[config.mk]
export PLATFORM = sky130hd
export DESIGN_NAME = inst_fetch_unit
export DESIGN_NICKNAME = d
export VERILOG_FILES = /design/src/rtl/inst_fetch_unit_pkg.sv /design/src/rtl/inst_fetch_unit_fetch_fifo.sv /design/src/rtl/inst_fetch_unit.sv
export SDC_FILE = /design/constraint.sdc
export NUM_CORES = 1
export LEC_CHECK = 0
export CORE_MARGIN = 4
export CORE_UTILIZATION = 57
export CTS_BUF_LIST = sky130_fd_sc_hd__clkbuf_4 sky130_fd_sc_hd__clkbuf_8 sky130_fd_sc_hd__clkbuf_16
export CTS_CLUSTER_SIZE = 12
export DETAILED_ROUTE_END_ITERATION = 10
export PLACE_DENSITY = 0.84
export SETUP_SLACK_MARGIN = 0.15
export SLEW_MARGIN = 20
export SYNTH_ARGS = -nofsm -noshare
export SYNTH_HDL_FRONTEND = slang
export SYNTH_SLANG_ARGS = --single-unit
[constraint.sdc]
create_clock -name clk -period 12.75 [get_ports clk]
set_input_delay 2.55 -clock clk [delete_from_list [all_inputs] [get_ports clk]]
set_output_delay 2.55 -clock clk [all_outputs]
set_load 0.01 [all_outputs]
[src/rtl/inst_fetch_unit_pkg.sv]
`default_nettype none
// +----------------------------------------------------------------------------+
// | Module      : inst_fetch_unit_pkg                                          |
// | Description : Shared types and constants for the instruction fetch unit.  |
// | Revision    : 1.0 - initial release                                        |
// +----------------------------------------------------------------------------+
package inst_fetch_unit_pkg;

  typedef enum logic [1:0] {
    FETCH_BOOT  = 2'd0,
    FETCH_RUN   = 2'd1,
    FETCH_FLUSH = 2'd2
  } fetch_state_t;

  localparam logic [31:0] INST_NOP         = 32'h0000_0013;
  localparam logic [31:0] DEFAULT_RESET_PC = 32'h0000_0000;
  localparam logic [31:0] INST_BYTES       = 32'd4;

  // One buffered instruction together with the address it was fetched from
  typedef struct packed {
    logic [31:0] pc;
    logic [31:0] inst;
  } fetch_entry_t;

endpackage
`default_nettype wire

[src/rtl/inst_fetch_unit_fetch_fifo.sv]
`default_nettype none
// +----------------------------------------------------------------------------+
// | Module      : fetch_fifo                                                   |
// | Description : Synchronous FIFO of {pc, inst} entries with single-cycle     |
// |               flush. Head is read combinationally; writes are registered. |
// |               Simultaneous push and pop are legal, even when full.        |
// | Revision    : 1.0 - initial release                                        |
// +----------------------------------------------------------------------------+
module fetch_fifo
  import inst_fetch_unit_pkg::*;
#(
  parameter int DEPTH = 2
) (
  input  logic                     clk,
  input  logic                     reset,
  input  logic                     flush,
  input  logic                     push,
  input  fetch_entry_t             push_data,
  input  logic                     pop,
  output fetch_entry_t             head,
  output logic [$clog2(DEPTH):0]   count,
  output logic                     empty,
  output logic                     full
);

  localparam int AW = $clog2(DEPTH);
  localparam int CW = AW + 1;

  fetch_entry_t  mem [DEPTH];
  logic [AW-1:0] wr_ptr;
  logic [AW-1:0] rd_ptr;

  // Storage write; the array itself needs no reset because count gates reads
  always_ff @(posedge clk) begin
    if (push && !flush) begin
      mem[wr_ptr] <= push_data;
    end
  end

  // Pointer and occupancy tracking; flush empties the buffer in one cycle
  always_ff @(posedge clk) begin
    if (reset || flush) begin
      wr_ptr <= '0;
      rd_ptr <= '0;
      count  <= '0;
    end else begin
      if (push) begin
        wr_ptr <= wr_ptr + AW'(1);
      end
      if (pop) begin
        rd_ptr <= rd_ptr + AW'(1);
      end
      count <= count + CW'(push) - CW'(pop);
    end
  end

  assign head  = mem[rd_ptr];
  assign empty = (count == '0);
  assign full  = (count == CW'(DEPTH));

endmodule
`default_nettype wire

[src/rtl/inst_fetch_unit.sv]
`default_nettype none
// +----------------------------------------------------------------------------+
// | Module      : inst_fetch_unit                                              |
// | Description : Pipeline front end. Generates the PC, issues credit-limited  |
// |               word reads to instruction memory, buffers responses in      |
// |               order and hands them to the decoder. Redirects flush the    |
// |               buffer and drop responses that are still in flight.         |
// |               Optional macro FETCH_PERF_CNT_EN adds perf_fetched and       |
// |               perf_stall counters.                                         |
// | Revision    : 1.0 - initial release                                        |
// +----------------------------------------------------------------------------+
module inst_fetch_unit
  import inst_fetch_unit_pkg::*;
#(
  parameter logic [31:0] RESET_PC   = DEFAULT_RESET_PC,
  parameter int          FIFO_DEPTH = 2
) (
  input  logic        clk,
  input  logic        reset,
  output logic        imem_req_valid,
  input  logic        imem_req_ready,
  output logic [31:0] imem_req_addr,
  input  logic        imem_rsp_valid,
  input  logic [31:0] imem_rsp_data,
  output logic        inst_valid,
  input  logic        inst_ready,
  output logic [31:0] inst,
  output logic [31:0] inst_pc,
  input  logic        redirect_valid,
  input  logic [31:0] redirect_pc
`ifdef FETCH_PERF_CNT_EN
  ,
  output logic [31:0] perf_fetched,
  output logic [31:0] perf_stall
`endif
);

  localparam int CNT_W = $clog2(FIFO_DEPTH) + 1;
  localparam int SUM_W = CNT_W + 1;

  fetch_state_t     state;
  fetch_state_t     state_next;
  logic [31:0]      fetch_pc;
  logic [31:0]      rsp_pc;
  logic [31:0]      redirect_aligned;
  logic [CNT_W-1:0] outstanding;
  logic [CNT_W-1:0] outstanding_next;
  logic [CNT_W-1:0] drop_cnt;
  logic [CNT_W-1:0] drop_cnt_next;
  logic [CNT_W-1:0] fifo_count;
  logic             fifo_empty;
  logic             fifo_full;
  fetch_entry_t     fifo_head;
  fetch_entry_t     push_entry;
  logic             redirect_take;
  logic             credit_ok;
  logic             req_fire;
  logic             rsp_seen;
  logic             rsp_push;
  logic             inst_pop;

  assign redirect_aligned = {redirect_pc[31:2], 2'b00};
  assign redirect_take    = redirect_valid && (state != FETCH_BOOT);

  // Credit uses registered occupancy only, so a same-cycle pop never frees a slot
  assign credit_ok = ({1'b0, outstanding} + {1'b0, fifo_count}) < SUM_W'(FIFO_DEPTH);

  assign imem_req_valid = (state == FETCH_RUN) && credit_ok && !redirect_valid;
  assign imem_req_addr  = fetch_pc;
  assign req_fire       = imem_req_valid && imem_req_ready;

  assign rsp_seen         = imem_rsp_valid && (outstanding != '0);
  assign outstanding_next = outstanding + CNT_W'(req_fire) - CNT_W'(rsp_seen);

  // The full guard never blocks under the credit rule; it only protects the
  // buffer from a memory that returns more words than were requested.
  assign rsp_push   = imem_rsp_valid && (state == FETCH_RUN) && !redirect_take &&
                      (!fifo_full || inst_pop);
  assign push_entry = '{pc: rsp_pc, inst: imem_rsp_data};

  assign inst_valid = !fifo_empty && !redirect_valid;
  assign inst_pop   = inst_valid && inst_ready;
  assign inst       = fifo_empty ? INST_NOP : fifo_head.inst;
  assign inst_pc    = fifo_empty ? rsp_pc   : fifo_head.pc;

  fetch_fifo #(
    .DEPTH (FIFO_DEPTH)
  ) u_fifo (
    .clk       (clk),
    .reset     (reset),
    .flush     (redirect_take),
    .push      (rsp_push),
    .push_data (push_entry),
    .pop       (inst_pop),
    .head      (fifo_head),
    .count     (fifo_count),
    .empty     (fifo_empty),
    .full      (fifo_full)
  );

  // Next-state logic: a redirect with words still in flight parks in FLUSH
  always_comb begin
    state_next    = state;
    drop_cnt_next = drop_cnt;
    case (state)
      FETCH_BOOT: begin
        state_next = FETCH_RUN;
      end
      FETCH_RUN: begin
        if (redirect_take) begin
          drop_cnt_next = outstanding_next;
          state_next    = (outstanding_next != '0) ? FETCH_FLUSH : FETCH_RUN;
        end
      end
      FETCH_FLUSH: begin
        drop_cnt_next = drop_cnt - CNT_W'(rsp_seen);
        if (drop_cnt_next == '0) begin
          state_next = FETCH_RUN;
        end
      end
      default: begin
        state_next = FETCH_BOOT;
      end
    endcase
  end

  // State register
  always_ff @(posedge clk) begin
    if (reset) begin
      state <= FETCH_BOOT;
    end else begin
      state <= state_next;
    end
  end

  // PC and request-credit registers
  always_ff @(posedge clk) begin
    if (reset) begin
      fetch_pc    <= RESET_PC;
      rsp_pc      <= RESET_PC;
      outstanding <= '0;
      drop_cnt    <= '0;
    end else begin
      outstanding <= outstanding_next;
      drop_cnt    <= drop_cnt_next;
      if (redirect_take) begin
        fetch_pc <= redirect_aligned;
        rsp_pc   <= redirect_aligned;
      end else begin
        if (req_fire) begin
          fetch_pc <= fetch_pc + INST_BYTES;
        end
        if (rsp_push) begin
          rsp_pc <= rsp_pc + INST_BYTES;
        end
      end
    end
  end

`ifdef FETCH_PERF_CNT_EN
  // Delivered-instruction and RUN-stall event counters, free-running with wrap
  always_ff @(posedge clk) begin
    if (reset) begin
      perf_fetched <= '0;
      perf_stall   <= '0;
    end else begin
      if (inst_pop) begin
        perf_fetched <= perf_fetched + 32'd1;
      end
      if ((state == FETCH_RUN) && !inst_valid) begin
        perf_stall <= perf_stall + 32'd1;
      end
    end
  end
`endif

endmodule
`default_nettype wire
# Word level (Yosys, flattened, before mapping)
# Memories as Yosys holds them, arrays and structs flattened. A register that Yosys moved wholly into a read port is not among the register bits.
# Index checks and enable logic that the tools add are counted.
# classes
addsub,10
multipliers,0
div_mod_pow,0
n_lt_le_gt_ge,1
n_eq_ne,5
shifts,0
mux,16
bitwise,0
reduce_logical,29
# ops
op,count
$mux W32,6
$add A32 B3 Y32 const B,2
$reduce_bool A2 Y1,6
$logic_and A1 B1 Y1,11
$mux W2,4
$logic_not A2 Y1,3
$pmux W2 S3,1
$sub A2 B1 Y2,3
$add A2 B1 Y2,2
$eq A2 B2 Y1 const B,2
$logic_not A1 Y1,4
$mux W1,4
$pmux W2 S2,1
$reduce_and A2 Y1,2
$add A2 B2 Y3,1
$lt A3 B2 Y1 const B,1
$add A1 B1 Y1 const B,2
$eq A2 B1 Y1 const B,1
$logic_or A1 B1 Y1,2
$ne A2 B1 Y1 const B,1
$ne A2 B2 Y1 const B,1
$reduce_or A2 Y1,1
# totals
register_bits,74
latchBits,0
ram_bits,128
romBits,0
in_bits,70
out_inout_bits,98
elab_cells,72
memories,1
# mem_list
name,depth,word_bits,read_ports,rd_clocked_by_memory_dff,write_ports,line_no,rtl
u_fifo.mem,2,64,1,1,1,inst_fetch_unit_fetch_fifo.sv:29,fetch_entry_t mem [DEPTH];

# Longest topological paths before layout
# logic_depth
word_depth,11
depth_mapped,11
mapped_depth_nobuf,11

# Modules after synthesis
# Synthesis repeated with hierarchy kept, for this count alone.
# unflattened
hier_cells,742
hier_area_um2,9402.8
# by_module_without_submodules
mod,n_inst,cells_each,area_per_inst_um2,seq_area_each_um2
fetch_fifo,1,220,5147.4,3943.8
inst_fetch_unit,1,522,4255.3,1321.3

# Least setup slack after synthesis
# No wires, ideal clock.
# synth_timing
path_kind,input to register
start,in imem_rsp_valid
end,mem u_fifo.mem[0][0] (netlist name) (enable)
setup_ns,0.482
t_arrival_ns,5.978
t_required_ns,12.268
slack_ns,6.289
cell_stages,5
n_path_buf,2
cell_sequence,nor4bb_1 buf_2 nand2_1 clkbuf_1 nor2_1
# synth_via
elab_chain_len,6
# synth_rtl
item,line_no,rtl
from (decl),inst_fetch_unit.sv:23,"input logic imem_rsp_valid,"
$logic_and A1 B1 Y1 (3 in series),inst_fetch_unit.sv:77,assign rsp_push = imem_rsp_valid && (state == FETCH_RUN) && !redirect_take &&
$logic_and A1 B1 Y1,inst_fetch_unit_fetch_fifo.sv:35,if (push && !flush) begin
$mux W1,inst_fetch_unit_fetch_fifo.sv:35,
$mux W1 (not written as such),inst_fetch_unit_fetch_fifo.sv:36,mem[wr_ptr] <= push_data;
to (decl),inst_fetch_unit_fetch_fifo.sv:29,
# Every way passes these cells.

# Final worst setup path
# layout_timing
start,in redirect_valid
end,out imem_req_valid
# layout_via
elab_chain_len,2
# layout_rtl
item,line_no,rtl
from (decl),inst_fetch_unit.sv:29,"input logic redirect_valid,"
$logic_not A1 Y1,inst_fetch_unit.sv:68,assign imem_req_valid = (state == FETCH_RUN) && credit_ok && !redirect_valid;
$logic_and A1 B1 Y1,inst_fetch_unit.sv:68,
to (decl),inst_fetch_unit.sv:20,"output logic imem_req_valid,"
# Every way passes these cells.

==> flow_summary_export.csv <==
group,metric,value,unit
critical_path,cp.arrival,4.61,ns
placement,port_buffers,161,
sta,worstMarginPinSlew,1.09,ns
logic_synthesis,synth_area,9040,um^2
logic_synthesis,synth_top_family_by_area,"simple AND/OR/NAND/NOR gates",
worst_hold_path,min_path_cells,0,
critical_path,path_class,"input pin to output pin",
layout,n_fill_cell,1051,
layout,final_cell_mix,"161 x clkdlybuf4s50_1, 124 x edfxtp_1, 70 x dfxtp_1",
worst_hold_path,min_from,"rsp_pc[23]",
critical_path,start_kind,"input pin",
logic_synthesis,synth.yosys.warnings,0,
global_routing,gr-total-overflow,0,
critical_path,path_max_fanout,13,
global_routing,grt_first_pass_wirelength,33400,um
power_and_ir_drop,p_leak,3.59,nW
logic_synthesis,avgSynthCellArea,10.8,um^2
logic_synthesis,ys_types,57,
critical_path,required,10.20,ns
clock_network,postCtsSetupBuffers,0,
clock_network,root_buffer,"clkbuf_16",
critical_path,r2r-end,"state[0]",
flow_run,maxCapViolations,0,
power_and_ir_drop,peakVddDrop,100,uV
detailed_routing,wl_per_cell,17.7,um
die,num_rows,45,
layout,drive_above_1_share,5.03,%
worst_hold_path,holdPathEnd,"u_fifo.mem[0][55]",
layout,syn_to_final_growth,25.4,%
placement,dpl.hpwl,13700,um
sta,report.final.slew_viol_count,0,
sta,worst_clock_skew,0.0130,ns
clock_network,cts_buffers,17,
clock_network,cts_buffer_depth,2,
logic_synthesis,ys.flop_type,"edfxtp_1",
sta,setup_tns,0,ns
logic_synthesis,synth_area_leader_cell,"edfxtp_1",
clock_network,cts.hold.buffers_added,0,
layout,finalNetCount,1040,
layout,layout_commonest_cell,"clkdlybuf4s50_1",
layout,final_core_util,73.8,%
detailed_routing,dr.first_iter.drc_count,541,
global_routing,grt_start_max_net_pins,63,
logic_synthesis,synth_fa_ha_area_share,1.19,%
placement,dp_cells,1154,
detailed_routing,drc,0,
logic_synthesis,synthSimpleGateAreaFrac,17.0,%
global_routing,grt_usage,23.1,%
clock_network,clkLatencyLatePin,0.43,ns
clock_network,cts.sinks,195,
detailed_routing,vias,7051,
worst_hold_path,hold_class,"flip-flop to flip-flop",
clock_network,clk_pin_slew,0.06,ns
detailed_routing,drt-total-wl,21000,um
sta,finalHoldViolations,0,
outcome,outcome,"complete, no violations",
global_routing,antenna_found_initial,0,
die,start_util,58.8,%
logic_synthesis,synth_seq_cells,195,
detailed_routing,first_pass_iters,5,
die,die_x,134,um
layout,stdcell_count,1186,
placement,gp_congestion,0.880,
critical_path,r2r_slack,9.37,ns
die,dieHeight,134,um
clock_network,cts_tree,"yes",
die,die-area,17900,um^2
sta,setup_viol_count_final,0,
layout,num_antenna_cells,0,
sta,timing.final.crit_share,56.1,%
critical_path,rr_startpoint,"u_fifo.count[0]",
sta,final_period_minus_worst_setup_slack,7.16,ns
logic_synthesis,synth_seq_area_share,56.9,%
global_routing,grt_pass1_vias,6614,
clock_network,cts_resized,0,
logic_synthesis,synth_xor_area_share,1.91,%
logic_synthesis,synth_edf_count,124,
logic_synthesis,synth_compound_area_share,12.5,%
sta,relSlewSlack,27.6,%
logic_synthesis,yosysTopAreaCellShare,41.2,%
die,coreArea,15400,um^2
logic_synthesis,async_reset_ff_share,0,%
logic_synthesis,synth_mux_area_share,6.97,%
logic_synthesis,syn_inst,834,
logic_synthesis,yosys-top-cells-area,"edfxtp_1 41%, dfxtp_1 16%, mux2i_1 7.0%",
sta,fmax,140,MHz
detailed_routing,ant_nets,0,
clock_network,cts_htree_levels,4,
power_and_ir_drop,p_per_area,154,nW/um^2
sta,rsz0062_at_grt,"false",
die,ios,168,
critical_path,end_kind,"output pin",
detailed_routing,viasPerCell,5.95,
critical_path,reg2reg_depth,11,
==> cells in the mapped netlist, types with 5 or more instances <==
cell type and instances:
edfxtp_1 124, dfxtp_1 71, nor2_1 70, nand2_1 68, mux2i_1 63, o21ai_0 48
clkbuf_1 46, nor3_1 30, a211oi_1 26, nand3_1 26, a21oi_1 23, nand4_1 21
nor4_1 20, o21bai_1 19, a31oi_1 15, or3_1 15, inv_1 14, or4_1 10
xnor2_1 10, and4_1 9, o31ai_1 9, and3_1 8, buf_1 8, a211o_1 7
ha_1 7, xor2_1 7, o31a_1 5
==> worst max-delay path, cell delays in order <==
cell and delay, ns:
clkdlybuf4s50_1 0.71, or4b_4 0.69, nor2_1 0.12, clkdlybuf4s50_1 0.55
==> sequential cells by signal, indices dropped and copies added (netlist names), named ones only <==
name / count
outstanding: 2
imem_req_addr: 30
u_fifo.wr_ptr: 1
u_fifo.count: 2
u_fifo.mem: 124
state: 2
drop_cnt: 2
rsp_pc: 30
u_fifo.rd_ptr: 1
==> area by class of cell <==
type                       count  area [um^2]  area share [%]
clock inverter                15          158            1.39
tap                          211          264            2.33
clock buffer                  17          425            3.75
sequential                   195         5150            45.4
multi-input combinational    565         3620            31.9
inverter                      15         56.3           0.497
timing repair buffer         168         1660            14.7
==> logic make-up after synthesis <==
family / Yosys count
buffers and inverters: 77
other: 1
and+or+nand+nor: 300
xor gates and xnor gates: 18
adders and majority gates: 8
DFF: 195
AOI/OAI and AO/OA: 172
muxes: 63
==> per-stage QoR <==
step,power [mW],setup slack (ns),hold slack [ns],area [um^2]
after floorplan,1.05,6.29,0.424,9050
after global placement,1.23,5.59,0.503,10800
after detailed placement,1.24,5.63,0.502,10800
after CTS,1.75,5.61,0.518,11300
after global routing,1.83,5.54,0.538,11300
final,1.75,5.59,0.519,11300
==> report_power, final <==
part           switching (mW)  total (mW)  internal (mW)
clock                   0.231       0.521          0.290
sequential             0.0744       0.814          0.740
combinational           0.213       0.414          0.201
==> layer usage <==
metal / up-vias / wire length (um) / GRT usage [%]
met4: 0 / 375 / 7.71
met3: 32 / 1570 / 4.88
li1: 3412 / - / -
met5: - / 0 / 0
met1: 3318 / 9430 / 32.4
met2: 289 / 9620 / 36.3
==> worst max path at each step <==
stage | from | to | slack (ns) | cells after the start
final | redirect_valid | imem_req_valid | 5.59 | 4
after global routing | redirect_valid | imem_req_valid | 5.54 | 4
after CTS | redirect_valid | imem_req_valid | 5.61 | 4
after detailed placement | redirect_valid | imem_req_valid | 5.63 | 4
after global placement | redirect_valid | imem_req_valid | 5.59 | 4
after floorplan | imem_rsp_valid | u_fifo.mem[0][0] | 6.29 | 5
Note: power is estimated with default switching activity, not from simulation.
